===== src/rtl/if_fetch_pkg.sv =====
// Shared definitions for the instruction-fetch stage.
//   fetch_state_e    : fetch controller states
//   PC_INC           : byte distance between consecutive instructions
//   RESET_PC_DEFAULT : default reset program counter
//   word_align()     : clears the two byte-offset bits of an address
package if_fetch_pkg;

  typedef enum logic [1:0] {
    ST_FETCH = 2'd0,
    ST_WAIT  = 2'd1,
    ST_FULL  = 2'd2,
    ST_DROP  = 2'd3
  } fetch_state_e;

  localparam logic [31:0] PC_INC           = 32'd4;
  localparam logic [31:0] RESET_PC_DEFAULT = 32'h0000_0000;

  function automatic logic [31:0] word_align(input logic [31:0] addr);
    return addr & ~32'h3;
  endfunction

endpackage


===== src/rtl/if_hold_buf.sv =====
// One-entry skid buffer holding a fetched word while decode is frozen.
//   clk, rst_n         : clock, asynchronous active-low reset
//   load               : capture word_in / pc_in, mark full
//   unload             : entry handed to the output slot, mark empty
//   clear              : discard entry (branch flush), mark empty
//   word_in, pc_in     : instruction word and its address + 4
//   full, word, pc     : buffer state and stored contents
module if_hold_buf
  import if_fetch_pkg::*;
(
  input  logic        clk,
  input  logic        rst_n,
  input  logic        load,
  input  logic        unload,
  input  logic        clear,
  input  logic [31:0] word_in,
  input  logic [31:0] pc_in,
  output logic        full,
  output logic [31:0] word,
  output logic [31:0] pc
);

  logic        full_q, full_d;
  logic [31:0] word_q, word_d;
  logic [31:0] pc_q,   pc_d;

  always_comb begin
    full_d = full_q;
    word_d = word_q;
    pc_d   = pc_q;
    if (clear || unload) begin
      full_d = 1'b0;
    end else if (load) begin
      full_d = 1'b1;
      word_d = word_in;
      pc_d   = pc_in;
    end
  end

  always_ff @(posedge clk or negedge rst_n) begin
    if (!rst_n) begin
      full_q <= 1'b0;
      word_q <= '0;
      pc_q   <= '0;
    end else begin
      full_q <= full_d;
      word_q <= word_d;
      pc_q   <= pc_d;
    end
  end

  assign full = full_q;
  assign word = word_q;
  assign pc   = pc_q;

endmodule


===== src/rtl/if_fetch.sv =====
// Instruction-fetch stage: owns the PC, requests words from instruction
// memory, buffers one returned word against decode stalls, and redirects
// on taken branches.
//   CLK, RST_N              : clock, asynchronous active-low reset
//   IMEM_REQ, IMEM_ADDR     : fetch request and word-aligned address
//   IMEM_RVALID, IMEM_RDATA : memory response (one outstanding request max)
//   FREEZE                  : decode stall, output word must hold
//   BR_TAKEN, BR_ADDR       : branch redirect and target
//   INSTR, PC_OUT, VALID    : instruction, its address + 4, live flag
//
// state    | meaning
// ---------+---------------------------------------------------------
// ST_FETCH | request issued this cycle (branch target if BR_TAKEN)
// ST_WAIT  | request outstanding, response goes to output or buffer
// ST_FULL  | response parked in hold buffer until decode unfreezes
// ST_DROP  | redirected while a request is outstanding; discard it
module if_fetch
  import if_fetch_pkg::*;
#(
  parameter logic [31:0] RESET_PC = RESET_PC_DEFAULT
) (
  input  logic        CLK,
  input  logic        RST_N,
  output logic        IMEM_REQ,
  output logic [31:0] IMEM_ADDR,
  input  logic        IMEM_RVALID,
  input  logic [31:0] IMEM_RDATA,
  input  logic        FREEZE,
  input  logic        BR_TAKEN,
  input  logic [31:0] BR_ADDR,
  output logic [31:0] INSTR,
  output logic [31:0] PC_OUT,
  output logic        VALID
);

  localparam logic [31:0] RESET_PC_AL = word_align(RESET_PC);

  fetch_state_e state_q, state_d;
  logic [31:0]  pc_q, pc_d;
  logic [31:0]  fetch_pc_q, fetch_pc_d;
  logic [31:0]  instr_q, instr_d;
  logic [31:0]  pc_out_q, pc_out_d;
  logic         valid_q, valid_d;

  logic         hb_load, hb_unload, hb_clear, hb_full;
  logic [31:0]  hb_word, hb_pc;

  logic [31:0]  br_tgt;
  logic [31:0]  next_pc;
  logic         slot_free;

  assign br_tgt    = word_align(BR_ADDR);
  assign next_pc   = fetch_pc_q + PC_INC;
  assign slot_free = !valid_q || !FREEZE;

  if_hold_buf u_hold_buf (
    .clk     (CLK),
    .rst_n   (RST_N),
    .load    (hb_load),
    .unload  (hb_unload),
    .clear   (hb_clear),
    .word_in (IMEM_RDATA),
    .pc_in   (next_pc),
    .full    (hb_full),
    .word    (hb_word),
    .pc      (hb_pc)
  );

  always_comb begin
    state_d    = state_q;
    pc_d       = pc_q;
    fetch_pc_d = fetch_pc_q;
    instr_d    = instr_q;
    pc_out_d   = pc_out_q;
    valid_d    = valid_q;
    hb_load    = 1'b0;
    hb_unload  = 1'b0;
    hb_clear   = 1'b0;

    // A consumed word that nothing replaces below leaves the slot empty.
    if (valid_q && !FREEZE) valid_d = 1'b0;

    unique case (state_q)
      ST_FETCH: begin
        fetch_pc_d = BR_TAKEN ? br_tgt : pc_q;
        if (BR_TAKEN) begin
          valid_d  = 1'b0;
          hb_clear = 1'b1;
        end
        state_d = ST_WAIT;
      end
      ST_WAIT: begin
        if (BR_TAKEN) begin
          pc_d    = br_tgt;
          valid_d = 1'b0;
          // Response arriving with the branch is stale; nothing left in flight.
          state_d = IMEM_RVALID ? ST_FETCH : ST_DROP;
        end else if (IMEM_RVALID) begin
          pc_d = next_pc;
          if (slot_free) begin
            instr_d  = IMEM_RDATA;
            pc_out_d = next_pc;
            valid_d  = 1'b1;
            state_d  = ST_FETCH;
          end else begin
            hb_load = 1'b1;
            state_d = ST_FULL;
          end
        end
      end
      ST_FULL: begin
        if (BR_TAKEN) begin
          hb_clear = 1'b1;
          valid_d  = 1'b0;
          pc_d     = br_tgt;
          state_d  = ST_FETCH;
        end else if (!FREEZE && hb_full) begin
          instr_d   = hb_word;
          pc_out_d  = hb_pc;
          valid_d   = 1'b1;
          hb_unload = 1'b1;
          state_d   = ST_FETCH;
        end
      end
      ST_DROP: begin
        if (BR_TAKEN) pc_d = br_tgt;
        if (IMEM_RVALID) state_d = ST_FETCH;
      end
      default: state_d = ST_FETCH;
    endcase
  end

  always_ff @(posedge CLK or negedge RST_N) begin
    if (!RST_N) begin
      state_q    <= ST_FETCH;
      pc_q       <= RESET_PC_AL;
      fetch_pc_q <= RESET_PC_AL;
      instr_q    <= '0;
      pc_out_q   <= '0;
      valid_q    <= 1'b0;
    end else begin
      state_q    <= state_d;
      pc_q       <= pc_d;
      fetch_pc_q <= fetch_pc_d;
      instr_q    <= instr_d;
      pc_out_q   <= pc_out_d;
      valid_q    <= valid_d;
    end
  end

  // Gated by RST_N so no request is seen while the stage is held in reset.
  assign IMEM_REQ  = RST_N && (state_q == ST_FETCH);
  assign IMEM_ADDR = (state_q == ST_FETCH && BR_TAKEN) ? br_tgt : pc_q;
  assign INSTR     = instr_q;
  assign PC_OUT    = pc_out_q;
  assign VALID     = valid_q;

endmodule


===== config.mk =====
export PLATFORM = sky130hd
export DESIGN_NAME = if_fetch
export DESIGN_NICKNAME = d
export VERILOG_FILES = /design/src/rtl/if_fetch_pkg.sv /design/src/rtl/if_hold_buf.sv /design/src/rtl/if_fetch.sv
export SDC_FILE = /design/constraint.sdc
export NUM_CORES = 1
export LEC_CHECK = 0
export CAP_MARGIN = 5
export CORE_UTILIZATION = 45
export DETAILED_ROUTE_END_ITERATION = 10
export GPL_TIMING_DRIVEN = 0
export HOLD_SLACK_MARGIN = 0.12
export PLACE_DENSITY_LB_ADDON = 0.15
export SETUP_SLACK_MARGIN = 0.02
export SLEW_MARGIN = 20
export SYNTH_ARGS = -nofsm -noshare
export SYNTH_HDL_FRONTEND = slang
export SYNTH_SLANG_ARGS = --single-unit
export TNS_END_PERCENT = 30

===== constraint.sdc =====
create_clock -name CLK -period 3.25 [get_ports CLK]
set_input_delay 0.4875 -clock CLK [delete_from_list [all_inputs] [get_ports CLK]]
set_output_delay 0.4875 -clock CLK [all_outputs]
set_load 0.03 [all_outputs]

==> results.py, run 1 <==
metrics = {
    "sta": {
        "grt_setup_unrepaired": "true",
        "period_minus_slack_ps": 3120,
        "timing_worst_slew_pin_value_ps": 1030,
        "clock.fmax_mhz": 321,
        "setup_viol_count_final": 0,
        "layout_worst_path_cycle_share_pct": 95.9,
        "worst_clock_skew_ps": 10.3,
        "max_slew_margin_pct": 30.6,
        "totalNegativeSetupSlack_ps": 0,
        "finalHoldViolations": 0,
        "final_max_slew_viol_count": 0,
    },
    "placement": {
        "place.port_buffers": 164,
        "post_dp_cell_area_sq_um": 11300,
        "place.gp.congestion": 0.817,
        "placedCellCount": 1358,
        "detailedPlacementHpwl_mm": 17.9,
    },
    "routing": {
        "detail_route.wl_per_cell_um": 18.0,
        "detail_route.wirelength_mm": 25.0,
        "vias_per_cell": 5.42,
        "route.detailed.drc": 0,
        "route.vias.total": 7532,
        "drtPass1Iterations": 5,
        "drt_first_iter_violations": 401,
        "postRouteAntennaNets": 0,
    },
    "grt": {
        "grt_antenna_before_repair": 0,
        "grtUsageTotal_pct": 24.7,
        "met2_usage_pct": 39.4,
        "grt_max_degree": 85,
        "gr_met3_demand_resource_pct": 4.73,
        "global_route_wire_length_before_repair_mm": 40.3,
        "grt_use_met1_pct": 33.9,
        "number_of_global_route_vias_before_repair": 7311,
        "grt-busiest-layer": "met2",
        "gr-total-overflow": 0,
    },
    "worst_setup_path": {
        "critical_path_buf_inv_count": 4,
        "path_cells": "dlygate4sd3_1, buf_12, buf_16, and2_1, clkdlybuf4s50_1",
        "critPathKind": "in2out",
        "arrival_ps": 2630,
        "critical_path_s_slowest_cell": "clkdlybuf4s50_1",
        "crit_path_start_kind": "primary input",
        "worst-path-max-fanout": 68,
        "r2r_start": "fetch_pc_q[2]$_DFFE_PN0P_",
        "worst_setup_startpoint": "RST_N",
        "cpLargestDelayFamily": "buffers and inverters",
        "setup.worst_path.end_class": "primary output",
        "critical_path.max_stage_delay_ps": 680,
        "critical_path_data_required_time_ps": 2760,
    },
    "floorplanning": {
        "num_io_pins": 167,
        "initial_utilization_pct": 45.9,
        "rows": 52,
        "dieWidth_um": 146,
        "placeableCoreArea_sq_um": 20200,
        "chipHeight_um": 146,
        "die_area_sq_um": 21200,
    },
    "cts": {
        "clock_insertion_delay_worst_skew_ps": 450,
        "tritoncts_num_sinks": 196,
        "ctsHtreeMaxLevel": 4,
        "register_clock_pin_slew_on_the_reported_worst_setup_and_hold_paths_ps": 70,
        "cts_max_path_buffers": 2,
        "tritoncts": "built",
        "cts.repair_timing.setup_buffer_count": 0,
        "tritoncts.num_buffers": 17,
        "cts.root.buffer_cell": "clkbuf_16",
    },
    "finish": {
        "insertedDiodeCount": 0,
        "layout.cells.most_common_list": "196 x dfrtp_1, 157 x clkdlybuf4s50_1, 151 x nand2_1",
        "finish.cell_count_without_fillers": 1390,
        "num-nets-final": 1177,
        "final_layout_size_suffix_gt1_share_pct": 13.0,
        "commonest_non_fill_non_tap_cell_in_the_layout": "dfrtp_1",
        "areaGrowthSynthToFinish_pct": 28.5,
        "finalInstanceArea_sq_um": 11900,
    },
    "synthesis": {
        "unique_cell_type_count_in_the_yosys_netlist": 54,
        "post-synth-top-area-fraction_pct": 52.8,
        "synth_async_sr_flop_share_pct": 100,
        "postSynthCellCount": 922,
        "synth_top_area_cell": "dfrtp_1",
        "synth-warning-count": 0,
        "post_synth_edffs": 0,
        "postSynth.topFlopCell": "dfrtp_1",
        "netlist_area_sq_um": 9280,
        "post_synth.cell_area_avg_sq_um": 10.1,
        "yosysSeqAreaShare_pct": 52.8,
        "synth_seq_cells": 196,
        "synth_top_cells_by_area": "dfrtp_1 53%, mux2_2 8.1%, nand2_1 6.1%",
        "synth_fp_nets": 992,
    },
    "pwr": {
        "ir_worst_vdd_v": 0.000451,
        "power_per_cell_area_nw_per_um2": 900,
        "design_power_total_mw": 10.7,
        "cellLeakagePower_nw": 5.11,
    },
    "hold_path": {
        "min_from": "u_hold_buf.pc[31]$_DFFE_PN0P_",
        "hold_path.class": "reg2reg",
    },
    "outcome": {
        "status": "completed",
    },
    "run": {
        "cap_violations": 0,
    },
}
==> path summary, 6_finish.rpt <==
check | depth (start not counted) | to | slack, ps
hold reg to reg | 2 | u_hold_buf.pc[31]$_DFFE_PN0P_ | 480
hold / removal | 2 | u_hold_buf.pc[31]$_DFFE_PN0P_ | 480
max in group asynchronous | 3 | pc_q[30]$_DFFE_PN0P_ | 2020
min in group asynchronous | 2 | INSTR[24]$_DFFE_PN0P_ | 530
setup reg to reg | 6 | pc_q[22]$_DFFE_PN0P_ | 880
setup / recovery | 5 | IMEM_REQ | 130
==> kinds of logic after synthesis <==
kind of cell / count (synthesis) / share of synthesized area, %
and+or+nand+nor: 310 / 15.0
AOI/OAI and AO/OA: 215 / 14.0
DFF: 196 / 52.8
muxes: 100 / 11.7
buffers and inverters: 72 / 3.65
xor gates and xnor gates: 28 / 2.64
adders and majority gates: 1 / 0.135
==> report_power, final <==
part           switching, mW  internal, mW  leakage [nW]
combinational           2.55          1.89          2.46
sequential             0.738          3.44          2.37
clock                   1.00          1.10         0.283
total                   4.30          6.44          5.11
==> synth_stat cells (3+ instances only) <==
cell,count
dfrtp_1,196
nand2_1,151
nor2_1,83
mux2_2,67
o21ai_0,61
a21oi_1,47
a31oi_1,35
mux2i_1,32
nand3_1,30
buf_2,27
clkbuf_1,25
o211ai_1,22
a22oi_1,20
xor2_1,18
xnor2_1,10
nor3_1,9
buf_1,8
inv_1,7
nand4_1,7
a21o_1,6
a211oi_1,5
o21ai_1,5
nor2b_1,4
nor3b_1,4
o22ai_1,4
and2_1,3
==> through the flow <==
stage               hold slack, ps  util, %  setup slack (ps)
floorplan                      192        -              1180
global placement               459     55.7             -6700
detailed placement             411     55.9             -19.4
CTS                            486     58.9              56.6
global route                   508     58.9             -3.45
finish                         483     58.9               133
==> sequential cells by signal (all words and copies together), names as in the netlist <==
name and flops:
PC_OUT 32, fetch_pc_q 32, VALID 1, state_q 2
u_hold_buf.word 32, u_hold_buf.pc 32, INSTR 32, pc_q 32
u_hold_buf.full 1
==> tightest hold or removal path: cells and delay by family, from the launching register on <==
| kind | cells | cell delay, ps |
|---|---|---|
| compound gates | 1 | 60 |
| flops | 1 | 350 |
| simple gates | 1 | 50 |
==> repair_timing <==
item	CTS	global route
setup endpoints to repair	28	14
hold endpoints to repair	45	0
hold buffers	1	0
gates resized for setup	7	4
==> area by class of cell <==
| cell class | instances | area, sq um |
|---|---|---|
| Fill cell | 1775 | 8310 |
| Inverter | 7 | 26.3 |
| Multi-Input combinational cell | 654 | 4040 |
| Timing Repair Buffer | 167 | 1720 |
| Buffer | 64 | 317 |
| Tap cell | 270 | 338 |
| Sequential cell | 196 | 4900 |
| Clock buffer | 18 | 439 |
| Clock inverter | 14 | 144 |
==> metal layers <==
metal,part of all wire [%],vias up
met2,47,222
li1,-,3603
met4,1.8,0
met5,0,-
met3,5.2,24
met1,46,3683
No activity file was read; power rests on OpenSTA's default activity.
==> inputs of run 2 (changes only) <==
ABC_AREA = 1   (was default)
CTS_BUF_LIST = sky130_fd_sc_hd__clkbuf_16   (was default)
==> run 2 against run 1 <==
  * Non-clock buffer count grew 8
  * Clock-buffer cell count shrank 1
  * Clock power grew 2%
  * Maximum frequency shrank 2.8%
  * Synthesized cell count grew 39%
  * First-iteration DRC count grew 92%
  * Power grew 18%
  * Critical path depth grew 2
  * Global-route usage grew 2.7 points
  * Flip-flop and latch count is the same
  * Cell area grew 3.6%
  * Sequential share of layout area shrank 1.4 points
==> results.py, run 2 <==
metrics = {
    "synthesis": {
        "post_synth_edffs": 0,
        "unique_cell_type_count_in_the_yosys_netlist": 33,
        "synth_async_sr_flop_share_pct": 100,
        "count_leader_synth": "nand2_1",
        "netlist_area_sq_um": 9690,
        "postSynth.topFlopCell": "dfrtp_1",
        "synth_fp_nets": 1349,
        "postSynthCellCount": 1279,
        "synth-warning-count": 0,
        "post_synth_most_frequent_cells": "480 x nand2_1, 196 x dfrtp_1, 148 x nor2_1",
        "post_synth.cell_area_avg_sq_um": 7.58,
        "synth_top_area_cell": "dfrtp_1",
        "post-synth-top-area-fraction_pct": 50.6,
        "yosysSeqAreaShare_pct": 50.6,
        "synth_seq_cells": 196,
        "synth_top_cells_by_area": "dfrtp_1 51%, nand2_1 19%, o21ai_0 5.8%",
    },
    "cts": {
        "tritoncts": "built",
        "register_clock_pin_slew_on_the_reported_worst_setup_and_hold_paths_ps": 80,
        "cts_max_path_buffers": 2,
        "tritoncts_num_sinks": 196,
        "clock_insertion_delay_worst_skew_ps": 440,
        "tritoncts.num_buffers": 17,
        "ctsHtreeMaxLevel": 4,
        "cts.root.buffer_cell": "clkbuf_16",
    },
    "finish": {
        "insertedDiodeCount": 0,
        "commonest_non_fill_non_tap_cell_in_the_layout": "nand2_1",
        "multiInputGateArea_sq_um": 4200,
        "num-nets-final": 1534,
        "areaGrowthSynthToFinish_pct": 27.4,
        "final_layout_size_suffix_gt1_share_pct": 6.30,
        "layout.cells.most_common_list": "480 x nand2_1, 196 x dfrtp_1, 160 x clkdlybuf4s50_1",
        "fillerInstances": 2026,
        "finalInstanceArea_sq_um": 12400,
        "seqCellArea_sq_um": 4900,
    },
    "floorplanning": {
        "dieWidth_um": 149,
        "chipHeight_um": 149,
        "placeableCoreArea_sq_um": 21100,
        "rows": 53,
        "die_area_sq_um": 22100,
        "num_io_pins": 167,
        "initial_utilization_pct": 46.0,
    },
    "sta": {
        "finalHoldViolations": 0,
        "totalNegativeSetupSlack_ps": 0,
        "max_slew_margin_pct": 51.5,
        "setup_viol_count_final": 0,
        "period_minus_slack_ps": 3210,
        "layout_worst_path_cycle_share_pct": 98.6,
        "grt_setup_unrepaired": "true",
        "final_max_slew_viol_count": 0,
        "worst_clock_skew_ps": 14.0,
        "clock.fmax_mhz": 312,
        "timing_worst_slew_pin_value_ps": 728,
    },
    "placement": {
        "place.port_buffers": 163,
        "detailedPlacementHpwl_mm": 21.9,
        "place.gp.congestion": 0.971,
        "post_dp_cell_area_sq_um": 11700,
    },
    "routing": {
        "route.vias.total": 9013,
        "detail_route.wirelength_mm": 29.1,
        "vias_per_cell": 5.14,
        "detail_route.wl_per_cell_um": 16.6,
        "route.detailed.drc": 0,
        "drtPass1Iterations": 5,
        "postRouteAntennaNets": 0,
        "drt_first_iter_violations": 771,
    },
    "worst_setup_path": {
        "crit_path_end": "IMEM_ADDR[12]",
        "r2r.worst_path.cells": 8,
        "critPathKind": "reg2out",
        "worst-path-max-fanout": 10,
        "critical_path_data_required_time_ps": 2760,
        "r2r_end": "PC_OUT[14]$_DFFE_PN0P_",
        "r2r_start": "fetch_pc_q[2]$_DFFE_PN0P_",
        "worst_setup_startpoint": "state_q[1]$_DFFE_PN0P_",
        "crit_path_start_kind": "register",
        "reg2reg_slack_ps": 1090,
        "arrival_ps": 2720,
        "setup.worst_path.end_class": "primary output",
    },
    "outcome": {
        "status": "completed",
    },
    "grt": {
        "grt_antenna_before_repair": 0,
        "gr-total-overflow": 0,
        "grt_max_degree": 81,
        "grtUsageTotal_pct": 27.3,
        "number_of_global_route_vias_before_repair": 8452,
        "global_route_wire_length_before_repair_mm": 46.4,
    },
    "run": {
        "cap_violations": 0,
    },
    "pwr": {
        "ir_worst_vdd_v": 0.000552,
        "cellLeakagePower_nw": 5.76,
        "power_per_cell_area_nw_per_um2": 1020,
        "design_power_total_mw": 12.7,
    },
    "hold_path": {
        "hold_path.class": "reg2reg",
    },
}
## run 2: cell types whose count changed after synthesis, moves of 12 or more
cell / before / now
nand2_1: 151 / 480
mux2_2: 67 / 0
nor2_1: 83 / 148
o21ai_0: 61 / 113
inv_1: 7 / 56
mux2i_1: 32 / 0
a21oi_1: 47 / 68
a22oi_1: 20 / 0
o211ai_1: 22 / 2
o22ai_1: 4 / 16
## run 2: timing repair
| item | 4_1_cts | 5_1_grt |
|---|---|---|
| setup endpoints to repair | 4 | 22 |
| hold buffers | 1 | 0 |
| buffers inserted | 0 | 0 |
| cloned | 0 | 0 |
| hold endpoints to repair | 41 | 0 |
| gates resized for setup | 1 | 7 |
## run 2: area by class of cell
type                    instances  area share, %
multi-input cells             946           34.0
clock inverters                15           1.39
repair buffers                166           13.9
flip-flops and latches        196           39.7
clock buffers                  17           3.44
plain buffers                  73           2.91
inverters                      64           1.94
well taps                     275           2.79
## run 2: where the power goes
part           leakage [nW]  total, mW  switching (mW)  internal, mW
Sequential             2.41       4.17           0.675          3.50
Clock                 0.275       2.16            1.01          1.15
Combinational          3.07       6.32            4.05          2.27
Total                  5.76       12.7            5.73          6.92
## run 2: how the worst min path moves through the flow
stage                                               start                         endpoint  slack (ps)  cells after the start
after floorplan                                     RST_N             INSTR[0]$_DFFE_PN0P_         190                      0
after global placement    u_hold_buf.word[12]$_DFFE_PN0P_  u_hold_buf.word[12]$_DFFE_PN0P_         450                      2
after detailed placement                            RST_N  u_hold_buf.word[23]$_DFFE_PN0P_         410                      1
after CTS                  u_hold_buf.word[0]$_DFFE_PN0P_   u_hold_buf.word[0]$_DFFE_PN0P_         480                      2
after global routing       u_hold_buf.word[3]$_DFFE_PN0P_   u_hold_buf.word[3]$_DFFE_PN0P_         490                      2
final                      u_hold_buf.word[7]$_DFFE_PN0P_   u_hold_buf.word[7]$_DFFE_PN0P_         470                      2
## run 2: critical path: stages (launching register included)
cell,delay (ps)
dfrtp_1,330
buf_4,170
inv_2,70
nand2_1,120
buf_2,240
clkbuf_1,510
o22ai_1,200
clkdlybuf4s50_1,620
## run 2: cells by family (layout without fill, tap and decap cells)
kind of cell    after synthesis  after routing  share of synthesized area, %
simple gates                664            664                          26.7
compound gates              267            267                          15.1
flops                       196            196                          50.6
buf+inv                     137            335                          6.16
xor+xnor                     14             14                          1.26
fa+ha+maj                     1              1                         0.129
## run 2: routing by layer
metal	share of wire, %	GRT usage, %	up-vias
li1	-	-	4485
met1	47	39.3	4173
met2	45	42.5	314
met3	5.1	3.33	41
met4	2.5	9.80	0
met5	0	0	-
## run 2: through the flow
step / cells / setup slack, ps / hold slack [ps] / util (%)
3_3_place_gp: 1717 / -6730 / 453 / 55.3
4_1_cts: 1752 / 51.1 / 476 / 58.5
2_1_floorplan: 1279 / 1010 / 192 / -
6_report: 1752 / 44.5 / 472 / 58.6
3_5_place_dp: 1719 / 293 / 409 / 55.6
5_1_grt: 1752 / -72.6 / 493 / 58.6
==> inputs of run 3 (changes only) <==
SKIP_CTS_REPAIR_TIMING = 1   (was default)
==> run 3 against run 2 <==
  * First-iteration DRC count decreased by 2.9%
  * Hold slack got worse by 0.70 ps
  * Clock skew about the same
  * Sequential share of layout area decreased by 0.068 points
  * Non-clock buffer count increased by 1
  * Critical path depth unchanged
  * Combinational power about the same
  * Global-route usage unchanged
  * Clock power about the same
  * Via count increased by 0.84%
  * Worst setup slack improved by 130 ps
  * Utilization increased by 0.10 points
  * Largest power group unchanged
==> results.py, run 3 (same netlist as run 2, synthesis figures left out) <==
metrics = {
    "sta": {
        "worst_clock_skew_ps": 13.6,
        "clock.fmax_mhz": 325,
        "timing_worst_slew_pin_value_ps": 725,
        "grt_setup_unrepaired": "false",
        "setup_viol_count_final": 0,
        "hold_ws_ps": 472,
        "final_max_slew_viol_count": 0,
        "max_slew_margin_pct": 51.7,
        "period_minus_slack_ps": 3080,
        "layout_worst_path_cycle_share_pct": 94.7,
        "finalHoldViolations": 0,
        "postLayoutSetupSlackWorst_ps": 171,
    },
    "pwr": {
        "cellLeakagePower_nw": 5.75,
        "ir_worst_vdd_v": 0.000550,
        "power_per_cell_area_nw_per_um2": 1020,
    },
    "grt": {
        "global_route_wire_length_before_repair_mm": 46.4,
        "number_of_global_route_vias_before_repair": 8452,
        "grt_antenna_before_repair": 0,
        "gr-total-overflow": 0,
        "grtUsageTotal_pct": 27.3,
        "grt_max_degree": 81,
    },
    "finish": {
        "layout.core_utilization_pct": 58.7,
        "num-nets-final": 1535,
        "finish.cell_count_without_fillers": 1753,
        "insertedDiodeCount": 0,
        "layout.cells.most_common_list": "480 x nand2_1, 196 x dfrtp_1, 161 x clkdlybuf4s50_1",
        "commonest_non_fill_non_tap_cell_in_the_layout": "nand2_1",
        "areaGrowthSynthToFinish_pct": 27.6,
        "fillerInstances": 2026,
        "final_layout_size_suffix_gt1_share_pct": 6.43,
    },
    "placement": {
        "place.gp.congestion": 0.971,
        "detailedPlacementHpwl_mm": 21.9,
        "placedCellCount": 1719,
        "place.port_buffers": 163,
        "placement.setup.worst_slack_ps": 293,
    },
    "worst_setup_path": {
        "setup.worst_path.end_class": "primary output",
        "r2r.worst_path.cells": 8,
        "crit_path_end": "IMEM_ADDR[25]",
        "reg2reg_slack_ps": 1080,
        "critical_path_data_required_time_ps": 2760,
        "worst-path-max-fanout": 10,
        "worst_setup_startpoint": "state_q[1]$_DFFE_PN0P_",
        "r2r_end": "PC_OUT[14]$_DFFE_PN0P_",
        "r2r_start": "fetch_pc_q[2]$_DFFE_PN0P_",
        "critPathKind": "reg2out",
        "crit_path_start_kind": "register",
        "arrival_ps": 2590,
    },
    "floorplanning": {
        "rows": 53,
        "initial_utilization_pct": 46.0,
        "chipHeight_um": 149,
        "dieWidth_um": 149,
        "die_area_sq_um": 22100,
        "num_io_pins": 167,
        "placeableCoreArea_sq_um": 21100,
    },
    "routing": {
        "vias_per_cell": 5.18,
        "detail_route.wl_per_cell_um": 16.6,
        "postRouteAntennaNets": 0,
        "drtPass1Iterations": 7,
        "route.vias.total": 9089,
        "detail_route.wirelength_mm": 29.1,
        "route.detailed.drc": 0,
        "drt_first_iter_violations": 749,
    },
    "cts": {
        "cts.root.buffer_cell": "clkbuf_16",
        "ctsHtreeMaxLevel": 4,
        "register_clock_pin_slew_on_the_reported_worst_setup_and_hold_paths_ps": 80,
        "tritoncts_num_sinks": 196,
        "cts_max_path_buffers": 2,
        "tritoncts": "built",
        "clock_insertion_delay_worst_skew_ps": 440,
        "tritoncts.num_buffers": 17,
    },
    "hold_path": {
        "hold_path.class": "reg2reg",
    },
    "outcome": {
        "status": "completed",
    },
    "run": {
        "cap_violations": 0,
    },
}
[run 3: cell types whose count changed in the layout (fill, tap and decap cells not counted), sizes merged]
cell           previous run  this run
buf                      40        41
clkdlybuf4s50           160       161
dlymetal6s2s              2         1
[run 3: final cells by class]
cell class / count / area (sq um) / share of cell area, %
sequential: 196 / 4900 / 39.6
multi-input combinational: 946 / 4200 / 33.9
timing repair buffer: 167 / 1730 / 14.0
clock buffer: 17 / 425 / 3.44
buffer: 73 / 360 / 2.91
tap: 275 / 344 / 2.78
inverter: 64 / 240 / 1.94
clock inverter: 15 / 171 / 1.39
[run 3: worst min-delay path by stage]
stage | cells past startpoint | slack [ps] | startpoint | to
2_1_floorplan | 0 | 190 | RST_N | INSTR[0]$_DFFE_PN0P_
4_1_cts | 1 | -60 | RST_N | u_hold_buf.word[23]$_DFFE_PN0P_
5_1_grt | 2 | 490 | u_hold_buf.word[3]$_DFFE_PN0P_ | u_hold_buf.word[3]$_DFFE_PN0P_
3_5_place_dp | 1 | 410 | RST_N | u_hold_buf.word[23]$_DFFE_PN0P_
3_3_place_gp | 2 | 450 | u_hold_buf.word[12]$_DFFE_PN0P_ | u_hold_buf.word[12]$_DFFE_PN0P_
6_report | 2 | 470 | u_hold_buf.word[7]$_DFFE_PN0P_ | u_hold_buf.word[7]$_DFFE_PN0P_
[run 3: critical path, cell delays in order, from the launching register on]
cell and delay (ps):
dfrtp_1 370, buf_4 170, inv_2 90, nand2_1 100, buf_2 200, clkbuf_2 240
o21ai_0 270, clkdlybuf4s50_1 710
[run 3: report_power, final]
part | switching (mW) | total (mW) | internal, mW
clock network | 1.01 | 2.16 | 1.15
registers | 0.677 | 4.17 | 3.50
logic | 4.05 | 6.32 | 2.28
[run 3: stage by stage]
stage / power [mW] / TNS, ps / instance area, sq um
2_1_floorplan: 7.97 / 0 / 9690
3_3_place_gp: 10.4 / -1321550 / 11700
3_5_place_dp: 10.5 / 0 / 11700
4_1_cts: 12.7 / 0 / 12300
5_1_grt: 13.5 / 0 / 12400
6_report: 12.7 / 0 / 12400
[run 3: layer usage]
metal / global-route usage [%] / wire length, um / vias up
li1: - / - / 4492
met1: 39.3 / 13600 / 4210
met3: 3.33 / 1610 / 43
met5: 0 / 0 / -
met4: 9.80 / 758 / 0
met2: 42.5 / 13200 / 344
